## config.mk

```make
export PLATFORM = sky130hd
export DESIGN_NAME = snn_lif_layer
export DESIGN_NICKNAME = d
export VERILOG_FILES = /design/src/rtl/snn_pkg.sv /design/src/rtl/snn_lif_unit.sv /design/src/rtl/snn_lif_layer.sv
export SDC_FILE = /design/constraint.sdc
export NUM_CORES = 1
export LEC_CHECK = 0
export BUFFER_PORTS_ARGS = -buffer_cell sky130_fd_sc_hd__buf_4
export CAP_MARGIN = 40
export CELL_PAD_IN_SITES_DETAIL_PLACEMENT = 1
export CELL_PAD_IN_SITES_GLOBAL_PLACEMENT = 2
export CORE_ASPECT_RATIO = 0.9
export CORE_MARGIN = 3
export CORE_UTILIZATION = 35
export DETAILED_ROUTE_END_ITERATION = 10
export GPL_TIMING_DRIVEN = 0
export PLACE_DENSITY_LB_ADDON = 0.1
export SLEW_MARGIN = 20
export SYNTH_ARGS = -nofsm -noshare
export SYNTH_HDL_FRONTEND = slang
export SYNTH_SLANG_ARGS = --single-unit
```

## constraint.sdc

```tcl
create_clock -name clk -period 5.3 [get_ports clk]
set_clock_uncertainty 0.1 [all_clocks]
set_input_delay 0.265 -clock clk [delete_from_list [all_inputs] [get_ports clk]]
set_output_delay 0.265 -clock clk [all_outputs]
set_load 0.05 [all_outputs]
```

## src/rtl/snn_pkg.sv

```systemverilog
// snn_pkg: shared types and arithmetic helpers for the binary SNN layer.
// Holds the layer FSM state encoding and a saturating clamp. Callers do
// their arithmetic at CALC_W bits and clamp the result to the
// accumulator range.
package snn_pkg;

    typedef enum logic [1:0] {
        IDLE  = 2'd0,
        ACCUM = 2'd1,
        FIRE  = 2'd2,
        DONE  = 2'd3
    } state_t;

    // CALC_W is wide enough that a three-way sum of accumulator-range
    // values can never wrap before it is clamped.
    localparam int CALC_W = 40;

    // Clamp v to the signed range of an acc_width-bit register.
    function automatic logic signed [CALC_W-1:0] sat_clip(
        input logic signed [CALC_W-1:0] v,
        input int                       acc_width
    );
        logic signed [CALC_W-1:0] one;
        logic signed [CALC_W-1:0] hi;
        logic signed [CALC_W-1:0] lo;
        one = 1;
        hi  = (one <<< acc_width - 1) - one;
        lo  = -hi - one;
        if (v > hi)
            return hi;
        else if (v < lo)
            return lo;
        else
            return v;
    endfunction

endpackage

```

## src/rtl/snn_lif_unit.sv

```systemverilog
// snn_lif_unit: one integrate-and-fire neuron.
// It accumulates the selected signed weight during the input scan. On the
// fire cycle it folds the accumulator, the bias and the optional leak into
// the membrane and applies a soft reset when the membrane fires.
// Build option: define SNN_LEAK_EN to subtract vmem >>> LEAK_SHIFT on every
// fire cycle. Without it the neuron is a pure integrator.
module snn_lif_unit
    import snn_pkg::*;
#(
    parameter int WIDTH      = 4,
    parameter int ACC_WIDTH  = 12,
    parameter int THRESHOLD  = 8,
    parameter int LEAK_SHIFT = 2
) (
    input  logic                 clk,
    input  logic                 reset,
    input  logic                 acc_clear,
    input  logic                 vmem_clear,
    input  logic                 acc_en,
    input  logic                 fire,
    input  logic [WIDTH-1:0]     weight,
    input  logic [WIDTH-1:0]     bias,
    output logic                 spike,
    output logic [ACC_WIDTH-1:0] vmem
);

`ifdef SNN_LEAK_EN
    localparam bit LEAK_ON = 1'b1;
`else
    localparam bit LEAK_ON = 1'b0;
`endif

    logic [ACC_WIDTH-1:0]     acc;
    logic signed [CALC_W-1:0] acc_ext;
    logic signed [CALC_W-1:0] vmem_ext;
    logic signed [CALC_W-1:0] weight_ext;
    logic signed [CALC_W-1:0] bias_ext;
    logic signed [CALC_W-1:0] leak_ext;
    logic signed [CALC_W-1:0] acc_sum;
    logic signed [CALC_W-1:0] v_sat;
    logic signed [CALC_W-1:0] thr_ext;
    logic                     fire_hit;
    logic [ACC_WIDTH-1:0]     vmem_next;

    // Sign-extend the operands, then form the saturated accumulate and fire results.
    always_comb begin
        acc_ext    = CALC_W'($signed(acc));
        vmem_ext   = CALC_W'($signed(vmem));
        weight_ext = CALC_W'($signed(weight));
        bias_ext   = CALC_W'($signed(bias));
        thr_ext    = CALC_W'(THRESHOLD);
        acc_sum    = sat_clip(acc_ext + weight_ext, ACC_WIDTH);
        leak_ext   = LEAK_ON ? (vmem_ext >>> LEAK_SHIFT) : '0;
        v_sat      = sat_clip(vmem_ext + acc_ext + bias_ext - leak_ext, ACC_WIDTH);
        fire_hit   = (v_sat >= thr_ext);
        vmem_next  = fire_hit ? ACC_WIDTH'(v_sat - thr_ext) : ACC_WIDTH'(v_sat);
    end

    // Hold the accumulator, the membrane and the spike. A clear takes effect before a start on the same cycle.
    always_ff @(posedge clk) begin
        if (reset) begin
            acc   <= '0;
            vmem  <= '0;
            spike <= 1'b0;
        end else begin
            if (vmem_clear) begin
                vmem  <= '0;
                spike <= 1'b0;
            end
            if (acc_clear)
                acc <= '0;
            else if (acc_en)
                acc <= ACC_WIDTH'(acc_sum);
            if (fire) begin
                vmem  <= vmem_next;
                spike <= fire_hit;
            end
        end
    end

endmodule

```

## src/rtl/snn_lif_layer.sv

```systemverilog
// snn_lif_layer: a layer of NUM_NEURONS integrate-and-fire neurons.
// A shared FSM scans the latched input spikes one per cycle and the
// neurons fire together. The handshake is start/busy/done.
// Build option: SNN_LEAK_EN enables the membrane leak inside every
// snn_lif_unit.
module snn_lif_layer
    import snn_pkg::*;
#(
    parameter int IN_SIZE     = 4,
    parameter int NUM_NEURONS = 2,
    parameter int WIDTH       = 4,
    parameter int ACC_WIDTH   = 12,
    parameter int THRESHOLD   = 8,
    parameter int LEAK_SHIFT  = 2
) (
    input  logic                             clk,
    input  logic                             reset,
    input  logic                             start,
    input  logic                             vmem_clear,
    input  logic [IN_SIZE-1:0]               in_spikes,
    input  logic [NUM_NEURONS*IN_SIZE*WIDTH-1:0] weight,
    input  logic [NUM_NEURONS*WIDTH-1:0]     bias,
    output logic                             busy,
    output logic                             done,
    output logic [NUM_NEURONS-1:0]           spike_out,
    output logic [NUM_NEURONS*ACC_WIDTH-1:0] vmem_out
);

    localparam int AW = (IN_SIZE > 1) ? $clog2(IN_SIZE) : 1;
    localparam logic [AW-1:0] ADDR_LAST = AW'(IN_SIZE - 1);

    state_t             state;
    logic [AW-1:0]      addr;
    logic [IN_SIZE-1:0] spikes_q;
    logic               acc_clear;
    logic               clear_now;
    logic               acc_en;
    logic               fire;

    // Decode the per-neuron strobes from the FSM state.
    always_comb begin
        acc_clear = (state == IDLE) && start;
        clear_now = (state == IDLE) && vmem_clear;
        acc_en    = (state == ACCUM) && spikes_q[addr];
        fire      = (state == FIRE);
    end

    // Step the FSM through the input scan, with registered busy/done.
    always_ff @(posedge clk) begin
        if (reset) begin
            state    <= IDLE;
            addr     <= '0;
            spikes_q <= '0;
            busy     <= 1'b0;
            done     <= 1'b0;
        end else begin
            case (state)
                IDLE: begin
                    done <= 1'b0;
                    if (start) begin
                        spikes_q <= in_spikes;
                        addr     <= '0;
                        busy     <= 1'b1;
                        state    <= ACCUM;
                    end
                end
                ACCUM: begin
                    if (addr == ADDR_LAST)
                        state <= FIRE;
                    else
                        addr <= addr + 1'b1;
                end
                FIRE: begin
                    done  <= 1'b1;
                    state <= DONE;
                end
                DONE: begin
                    done  <= 1'b0;
                    busy  <= 1'b0;
                    state <= IDLE;
                end
                default: state <= IDLE;
            endcase
        end
    end

    for (genvar n = 0; n < NUM_NEURONS; n++) begin : g_neuron
        logic [WIDTH-1:0] w_sel;
        assign w_sel = weight[(n*IN_SIZE + int'(addr))*WIDTH +: WIDTH];

        snn_lif_unit #(
            .WIDTH      (WIDTH),
            .ACC_WIDTH  (ACC_WIDTH),
            .THRESHOLD  (THRESHOLD),
            .LEAK_SHIFT (LEAK_SHIFT)
        ) u_unit (
            .clk        (clk),
            .reset      (reset),
            .acc_clear  (acc_clear),
            .vmem_clear (clear_now),
            .acc_en     (acc_en),
            .fire       (fire),
            .weight     (w_sel),
            .bias       (bias[n*WIDTH +: WIDTH]),
            .spike      (spike_out[n]),
            .vmem       (vmem_out[n*ACC_WIDTH +: ACC_WIDTH])
        );
    end

endmodule

```

-- After elaboration in Yosys (flattened, before gate mapping)
Cells that the tools add are included.
- memories kept: 0
- register bits: 60
- input port bits: 48
- logic and storage cells: 82
- memory bits (read-only): 0
- memory bits (writable): 0
- output and inout port bits: 28
- latch bits: 0
- bitwise logic cells: 0
- multiply operators: 0
- reductions and logical operators: 14
- $lt $le $gt $ge: 11
- eq/ne operators: 7
- add/subtract/negate cells: 10
- mux-type cells: 27
- divide/modulo/power cells: 0
- shifts and indexed selects: 2
- operator list (operator ; number):
    $mux W40 ; 4
    $mux W12 ; 9
    $ge A40 B5 Y1 const B ; 2
    $gt A40 B12 Y1 const B ; 2
    $lt A40 B12 Y1 const B ; 2
    $shiftx A32 B5 Y4 ; 1
    $shiftx A32 B7 Y4 ; 1
    $add A13 B4 Y14 ; 2
    $add A12 B12 Y13 ; 2
    $add A12 B4 Y13 ; 2
    $gt A13 B12 Y1 const B ; 2
    $lt A13 B12 Y1 const B ; 2
    $sub A12 B5 Y12 const B ; 2
    $mux W2 ; 4
    $pmux W2 S4 ; 1
    $reduce_bool A2 Y1 ; 4
    $eq A2 B2 Y1 const B ; 3
    $reduce_and A2 Y1 ; 3
    $mux W1 ; 5
    $add A3 B2 Y4 const A ; 1
    $ne A2 B2 Y1 const B ; 2
    $pmux W1 S2 ; 2
    $pmux W2 S2 ; 1
    $reduce_or A2 Y1 ; 2
    8 further kinds ; 10

-- Longest topological paths before layout
Gate-level depths: netlist of run 1.
- depth in word-level cells: 8
- gate-level depth with buffers: 21
- mapped depth without buffers: 20

-- By module
A second synthesis of run 1 with hierarchy kept.
- cells, all modules: 733
- area, all modules: 6431.2 um^2
- by module, submodules not included (module ; times used ; area an instance (um^2) ; cells each ; seq. area each (um^2)):
    snn_lif_unit (g_neuron[0].u_unit) ; 1 ; 2969.1 ; 362 ; 500.5
    snn_lif_unit (g_neuron[1].u_unit) ; 1 ; 2706.3 ; 299 ; 500.5
    snn_lif_layer ; 1 ; 755.7 ; 72 ; 200.2

-- Least setup slack after synthesis of run 1
OpenSTA, ideal clock, no wires.
- kind: register to register
- start point: reg g_neuron[0].u_unit.vmem[1]
- end point: reg g_neuron[0].u_unit.vmem[9]
- clock period less this slack: 5109 ps
- data arrival time: 4892 ps
- data required time: 5083 ps
- stages on the path, launching flop included: 21
- path buffers: 0
- library setup time: 117 ps
- path slack: 191 ps
- path through: dfxtp_1 -> inv_1 -> fa_1 -> inv_1 -> ha_1 -> fa_1 -> a211oi_1 -> o21ai_0 -> a21oi_1 -> xor2_1 -> or4_1 -> nand2_1 -> ha_1 -> o31ai_4 -> a21boi_1 -> ha_1 -> nand2b_1 -> nor4_1 -> a21o_1 -> o21ai_0 -> a22o_1
- word-level cells in the longest chain between the ends: 8
- elaborated cells on any way between the ends: 10
- classes of those cells: add/sub (3); order compare (3); mux (4)
- RTL lines (element ; line ; RTL):
    from (decl) ; snn_lif_unit.sv:24 ; output logic [ACC_WIDTH-1:0] vmem
    from (signal assigned) ; snn_lif_unit.sv:75 ; vmem <= vmem_next;
    $add A12 B12 Y13 (*) ; snn_lif_unit.sv:54 ; v_sat = sat_clip(vmem_ext + acc_ext + bias_ext - leak_ext, ACC_WIDTH);
    $add A13 B4 Y14 (*) ; snn_lif_unit.sv:54 ;
    $lt A40 B12 Y1 ; snn_pkg.sv:31 ; else if (v < lo)
    $mux W40 ; snn_pkg.sv:31 ;
    $mux W40 (*) ; snn_pkg.sv:29 ; if (v > hi)
    $ge A40 B5 Y1 or $sub A12 B5 Y12 (tied branches) ; snn_lif_unit.sv:55, snn_lif_unit.sv:56 ;
    $mux W12 (*) ; snn_lif_unit.sv:56 ; vmem_next = fire_hit ? ACC_WIDTH'(v_sat - thr_ext) : ACC_WIDTH'(v_sat);
    $mux W12 (*) ; snn_lif_unit.sv:74 ; if (fire) begin
Mark *: on every way between the ends. The rest lies on a longest branch, timed or not.
A chain may end at the register's enable or synchronous reset.

-- Worst setup path in the final report of run 1
- start point: reg g_neuron[1].u_unit.vmem[1]
- end point: reg g_neuron[1].u_unit.vmem[7]
- word-level cells in the longest chain between the ends: 8
- elaborated cells on any way between the ends: 10
- classes of those cells: add/sub (3); order compare (3); mux (4)
- RTL lines (element ; line):
    from (decl) ; snn_lif_unit.sv:24
    from (signal assigned) ; snn_lif_unit.sv:75
    $add A12 B12 Y13 (*) ; snn_lif_unit.sv:54
    $add A13 B4 Y14 (*) ; snn_lif_unit.sv:54
    $lt A40 B12 Y1 ; snn_pkg.sv:31
    $mux W40 ; snn_pkg.sv:31
    $mux W40 (*) ; snn_pkg.sv:29
    $ge A40 B5 Y1 or $sub A12 B5 Y12 (tied branches) ; snn_lif_unit.sv:55, snn_lif_unit.sv:56
    $mux W12 (*) ; snn_lif_unit.sv:56
    $mux W12 (*) ; snn_lif_unit.sv:74
Marked as above.

==> results.sh, run 1 <==
export IMPL_whs_path_depth=3
export IMPL_status="finished clean"
export IMPL_drt_iter0_markers=356
export IMPL_grt_max_degree=11
export IMPL_fill_cells=2073
export IMPL_drv_slew=0
export IMPL_cp_start_kind="flop"
export IMPL_fin_cells=1095
export IMPL_drive_gt1_share_pct=18.1
export IMPL_drv_cap=0
export IMPL_crit_path_end="g_neuron[1].u_unit.vmem[7]"
export IMPL_fin_crit_sh_pct=94.2
export IMPL_die_area_sq_um=19500
export IMPL_setup_viol=0
export IMPL_root_buffer="clkbuf_16"
export IMPL_core_area_sq_um=17200
export IMPL_p_total_mw=4.84
export IMPL_cp_max_fo=9
export IMPL_synth_edf_count=0
export IMPL_drc=0
export IMPL_rsz0062_at_grt="false"
export IMPL_r2r_start="g_neuron[1].u_unit.vmem[1]"
export IMPL_grtUsageTotal_pct=21.0
export IMPL_crit_buf_inv=5
export IMPL_num_rows=45
export IMPL_io_pins=76
export IMPL_avgViaCountPerCell=5.63
export IMPL_critPathSlowestCell="fa_1"
export IMPL_crit_start="g_neuron[1].u_unit.vmem[1]"
export IMPL_timing_rr_end="g_neuron[1].u_unit.vmem[7]"
export IMPL_ant_nets=0
export IMPL_ys_warn_count=0
export IMPL_cp_cell_sequence="inv_1 > fa_1 > inv_1 > ha_1 > fa_2 > a211oi_2 > o211ai_1 > buf_4 > a21oi_1 > nor3b_4 > o211ai_1 > o21bai_1 > ha_1 > buf_4 > a21o_2 > inv_1 > ha_2 > nor2b_4 > and3_1 > o21a_1 > a211oi_1 > a221o_1"
export IMPL_ir_worst_vdd_mv=0.213
export IMPL_n_antenna_cell=0
export IMPL_grt_pass1_vias=6477
export IMPL_cp_slowest_stage_delay_ns=0.50
export IMPL_clock_latency_ns=0.34
export IMPL_grt_pass1_wl_um=33700
export IMPL_max_clock_freq_ghz=0.200
export IMPL_layout_commonest_cell="a21oi_1"
export IMPL_r2r_cells=22
export IMPL_syn_num_nets=896
export IMPL_htreeDepth=3
export IMPL_avgSynthCellArea_sq_um=8.22
export IMPL_drt_pass1_iter_count=4
export IMPL_worstPathArrival_ns=5.11
export IMPL_vias=6170
export IMPL_max_slew_margin_pct=46.0
export IMPL_start_util_pct=36.4
export IMPL_p_leak_nw=3.24
export IMPL_tightest_slew_ns=0.809
export IMPL_grt_ovfl_total=0
export IMPL_required_ns=5.42
export IMPL_cpLargestDelayFamily="compound AO/OA/AOI/OAI gates"
export IMPL_path_depth=22
export IMPL_area_growth_pct=21.7
export IMPL_synthesis_instances=762
export IMPL_place_congestion=0.860
export IMPL_crit_type="flop to flop"
export IMPL_yosysSeqAreaShare_pct=19.2
export IMPL_placed_cells=1073
export IMPL_placement_io_buffers=75
export IMPL_die_x_um=147
export IMPL_wl_um=20300
export IMPL_antenna_found_initial=0
export IMPL_fin_nets=990
export IMPL_hp_start="in_spikes[1]"
export IMPL_layout_common_cells="88 x a21oi_1, 86 x buf_4, 74 x o21ai_0"
export IMPL_hp_class="input port to flop"
export IMPL_power_density_nw_per_um2=634
export IMPL_synth_flop_cell="dfxtp_1"
export IMPL_die_height_um=133
export IMPL_critPathMostFrequentCell="inv_1"
export IMPL_yosysUniqueCellTypes=74
export IMPL_ctsHoldBuffers=0
export IMPL_ys_ff_latch=60
export IMPL_fin_crit_ns=4.99
export IMPL_numCtsBuffers=9
export IMPL_avgRoutedWirePerCell_um=18.5
export IMPL_synthArstFlopShare_pct=0
export IMPL_clk_pin_slew_ns=0.06
export IMPL_r2r_slack_ns=0.31
export IMPL_hold_violations=0
export IMPL_worstSetupEndpointType="flop"
export IMPL_cts_sinks=60
export IMPL_dp_hpwl_um=16400
export IMPL_cts_tree="done"
export IMPL_cts_buffer_depth=2
export IMPL_syn_area_sq_um=6270
-- sequential cells by signal (all words and copies together), names as in the netlist --
register,flops
g_neuron.u_unit.acc,24
g_neuron.u_unit.vmem,24
spikes_q,4
addr,2
g_neuron.u_unit.spike,2
state,2
busy,1
done,1
-- cell usage after synthesis (all sizes together), types with 5 or more instances --
master | count | share of area (%)
o31ai | 11 | 1.5
nand2b | 10 | 1.1
nor3b | 5 | 0.60
a21o | 15 | 1.8
nor3 | 19 | 1.5
nor2 | 52 | 3.2
o41ai | 5 | 0.70
ha | 58 | 12
a22o | 5 | 0.70
nand3 | 22 | 1.8
nand2 | 44 | 2.6
clkbuf | 22 | 1.5
mux4 | 8 | 2.9
a31oi | 11 | 1.3
o21a | 13 | 1.7
xor2 | 17 | 2.4
xnor2 | 21 | 2.9
and3 | 6 | 0.62
dfxtp | 60 | 19
o21ai | 79 | 6.4
nor2b | 14 | 1.4
o211a | 6 | 0.96
a211oi | 14 | 1.8
o211ai | 12 | 1.4
or2 | 5 | 0.50
buf | 9 | 0.82
fa | 28 | 8.9
nand4 | 7 | 0.70
a21oi | 90 | 7.2
inv | 31 | 1.9
-- worst reg2reg max path, stage by stage (launching register included) --
cell and delay, ns:
dfxtp_1 0.37, inv_1 0.08, fa_1 0.50, inv_1 0.04, ha_1 0.24, fa_2 0.39, a211oi_2 0.27, o211ai_1 0.25
buf_4 0.21, a21oi_1 0.24, nor3b_4 0.09, o211ai_1 0.16, o21bai_1 0.16, ha_1 0.25, buf_4 0.17, a21o_2 0.24
inv_1 0.15, ha_2 0.24, nor2b_4 0.18, and3_1 0.16, o21a_1 0.10, a211oi_1 0.04, a221o_1 0.26
-- per-layer routing --
metal	wire [um]	part of all wire [%]	GRT usage (%)	up-vias
met5	0	0	0	-
met4	184	0.91	4.24	0
met3	865	4.3	3.97	11
met2	9490	47	34.2	124
met1	9760	48	29.3	2992
li1	-	-	-	3043
-- worst min path at each step --
stage	slack, ns	endpoint
after global placement	0.34	g_neuron[0].u_unit.spike
final	0.09	spikes_q[1]
after detailed placement	0.35	spikes_q[2]
after global routing	0.09	spikes_q[1]
after CTS	0.08	spikes_q[1]
after floorplan	0.31	spikes_q[0]
-- area by class of cell --
type	count	area, sq um	area share [%]
inverter	31	116	1.53
multi-input combinational	640	4910	64.4
clock buffer	12	267	3.49
sequential	60	1200	15.8
timing repair buffer	83	621	8.14
buffer	31	144	1.89
tap	235	294	3.85
clock inverter	3	68.8	0.902
-- where the power goes --
group / internal [mW] / switching, mW
registers: 0.553 / 0.133
clock network: 0.448 / 0.214
logic: 1.31 / 2.18
-- cells by family (layout without fill, tap and decap cells) --
family          after synthesis  after routing  synth area share, %
simple gates                205            205                 16.5
mux                          13             13                 3.71
fa+ha+maj                    86             86                 20.5
flops                        60             60                 19.2
xor+xnor                     38             38                 5.31
buf+inv                      62            160                 4.15
compound gates              298            298                 30.7
-- what timing repair did --
action                                  4_1_cts  5_1_grt
pin swaps                                     1        4
resized for setup                             8       18
endpoints found under the setup margin        5        8
gates cloned                                  0        0
setup buffers                                 0        7
-- through the flow --
step	setup TNS [ns]	cell area (sq um)	hold slack (ns)	worst slack (ns)	utilization, %
2_1_floorplan	0	6270	0.312	0.191	-
3_3_place_gp	-0.370	7120	0.342	-0.196	41.3
3_5_place_dp	-0.974	7130	0.350	-0.345	41.4
4_1_cts	0	7500	0.0828	0.00307	43.6
5_1_grt	0	7630	0.0937	0.00544	44.3
6_report	0	7630	0.0911	0.306	44.3
No activity file was read; power rests on OpenSTA's default activity.
==> run 2, diff against run 1 <==
--- a/config.mk
+++ b/config.mk
@@ -15,6 +15,7 @@
 export DETAILED_ROUTE_END_ITERATION = 10
 export GPL_TIMING_DRIVEN = 0
 export PLACE_DENSITY_LB_ADDON = 0.1
+export RECOVER_POWER = 50
 export SLEW_MARGIN = 20
 export SYNTH_ARGS = -nofsm -noshare
 export SYNTH_HDL_FRONTEND = slang
==> run 2 against run 1 <==
Effect of this change: clock-buffer cell count did not move; clock power barely moved; highest routed layer unchanged; cell count did not move; worst hold slack got worse by 0.00056 ns; maximum frequency barely moved.
==> results.sh, run 2 (same netlist as run 1, synthesis figures left out) <==
export IMPL_setup_viol=0
export IMPL_max_slew_margin_pct=44.4
export IMPL_cts_buffer_depth=2
export IMPL_drive_gt1_share_pct=14.9
export IMPL_antenna_found_initial=0
export IMPL_rsz0062_at_grt="false"
export IMPL_tightest_slew_ns=0.834
export IMPL_drc=0
export IMPL_layout_commonest_cell="a21oi_1"
export IMPL_hp_class="input port to flop"
export IMPL_fin_cells=1095
export IMPL_dpl_cell_area_sq_um=7130
export IMPL_htreeDepth=3
export IMPL_cp_cell_sequence="inv_1 > fa_1 > inv_1 > ha_1 > fa_2 > a211oi_2 > o211ai_1 > buf_4 > a21oi_1 > nor3b_4 > o211ai_1 > o21bai_1 > ha_1 > buf_4 > a21o_2 > inv_1 > ha_2 > nor2b_4 > and3_1 > o21a_1 > a211oi_1 > a221o_1"
export IMPL_reg_top3="g_neuron.u_unit.acc (24), g_neuron.u_unit.vmem (24), spikes_q (4)"
export IMPL_fin_nets=990
export IMPL_avgRoutedWirePerCell_um=18.6
export IMPL_worstPathArrival_ns=5.12
export IMPL_io_pins=76
export IMPL_drt_pass1_iter_count=6
export IMPL_layout_common_cells="88 x a21oi_1, 74 x o21ai_0, 58 x buf_4, 58 x dfxtp_1, 56 x ha_1"
export IMPL_critPathSlowestCell="fa_1"
export IMPL_clk_pin_slew_ns=0.06
export IMPL_cp_slowest_stage_delay_ns=0.50
export IMPL_hp_start="in_spikes[1]"
export IMPL_fin_crit_sh_pct=94.3
export IMPL_cp_max_fo=9
export IMPL_die_x_um=147
export IMPL_grtUsageTotal_pct=21.0
export IMPL_power_density_nw_per_um2=636
export IMPL_grt_pass1_vias=6477
export IMPL_grt_ovfl_total=0
export IMPL_place_congestion=0.860
export IMPL_wl_um=20300
export IMPL_crit_type="flop to flop"
export IMPL_grt_pass1_wl_um=33700
export IMPL_required_ns=5.42
export IMPL_die_area_sq_um=19500
export IMPL_fin_crit_ns=5.00
export IMPL_dp_hpwl_um=16400
export IMPL_whs_path_depth=3
export IMPL_cts_tree="done"
export IMPL_area_growth_pct=20.0
export IMPL_vias=6170
export IMPL_n_antenna_cell=0
export IMPL_die_height_um=133
export IMPL_max_clock_freq_ghz=0.200
export IMPL_status="finished clean"
export IMPL_design_area_sq_um=7520
export IMPL_drv_cap=0
export IMPL_placed_cells=1073
export IMPL_grt_max_degree=11
export IMPL_numCtsBuffers=9
export IMPL_drv_slew=0
export IMPL_crit_start="g_neuron[1].u_unit.vmem[1]"
export IMPL_timing_rr_end="g_neuron[1].u_unit.vmem[7]"
export IMPL_p_leak_nw=3.12
export IMPL_worstSetupEndpointType="flop"
export IMPL_drt_iter0_markers=438
export IMPL_final_util_pct=43.7
export IMPL_ir_worst_vdd_mv=0.213
export IMPL_holdPathEnd="spikes_q[1]"
export IMPL_avgViaCountPerCell=5.63
export IMPL_r2r_start="g_neuron[1].u_unit.vmem[1]"
export IMPL_num_rows=45
export IMPL_root_buffer="clkbuf_16"
export IMPL_p_total_mw=4.79
export IMPL_cts_sinks=60
export IMPL_cp_start_kind="flop"
export IMPL_start_util_pct=36.4
export IMPL_r2r_slack_ns=0.30
export IMPL_clock_latency_ns=0.34
export IMPL_ant_nets=0
export IMPL_r2r_cells=22
export IMPL_hold_violations=0
export IMPL_core_area_sq_um=17200
export IMPL_placement_io_buffers=75
export IMPL_critPathMostFrequentCell="inv_1"
export IMPL_fin_setup_tns_ns=0
-- run 2: cell count changes in the layout (fill, tap and decap cells not counted) --
| cell | change |
|---|---|
| clkbuf_1 | +29 |
| buf_4 | -28 |
| buf_1 | -1 |
-- run 2: worst max-delay path, delay by kind of cell, from the launching register on --
kind	cells	cell delay (ns)
AOI/OAI and AO/OA	9	1.70
and+or+nand+nor	3	0.43
adders and majority gates	5	1.62
DFF	1	0.37
buffers and inverters	5	0.64
-- run 2: timing repair --
action,CTS,global route
resized for setup,8,18
pin swaps,1,4
hold buffers,0,0
setup buffers,0,7
setup endpoints to repair,5,8
gates cloned,0,0
-- run 2: how the worst max path moves through the flow --
stage | endpoint | slack [ns]
after floorplan | g_neuron[0].u_unit.vmem[9] | 0.19
after global placement | g_neuron[1].u_unit.vmem[7] | -0.20
after detailed placement | g_neuron[1].u_unit.vmem[7] | -0.34
after CTS | g_neuron[0].u_unit.vmem[9] | 0.003
after global routing | g_neuron[1].u_unit.vmem[7] | 0.02
final | g_neuron[1].u_unit.vmem[7] | 0.30
-- run 2: report_power, final --
group / switching (mW) / total [mW] / internal [mW]
Sequential: 0.131 / 0.683 / 0.553
Clock: 0.214 / 0.662 / 0.448
Combinational: 2.18 / 3.44 / 1.26
Total: 2.52 / 4.79 / 2.26
-- run 2: layer usage --
metal	vias to the layer above	global-route usage (%)	share of wire [%]
met5	-	0	0
met4	0	4.24	1.1
met3	16	3.97	4.2
met2	112	34.2	46
met1	2999	29.3	48
li1	3043	-	-
-- run 2: area by class of cell --
| class | instances | area, sq um |
|---|---|---|
| inverters | 31 | 116 |
| fillers | 2088 | 9710 |
| clock buffers | 12 | 267 |
| well taps | 235 | 294 |
| flip-flops and latches | 60 | 1200 |
| multi-input cells | 640 | 4910 |
| repair buffers | 83 | 515 |
| clock inverters | 3 | 68.8 |
| plain buffers | 31 | 144 |
-- run 2: stage by stage --
stage	hold WS, ns	setup WS (ns)
after floorplan	0.312	0.191
after global placement	0.342	-0.196
after detailed placement	0.350	-0.345
after CTS	0.0828	0.00307
after global routing	0.0937	0.0191
final	0.0905	0.303
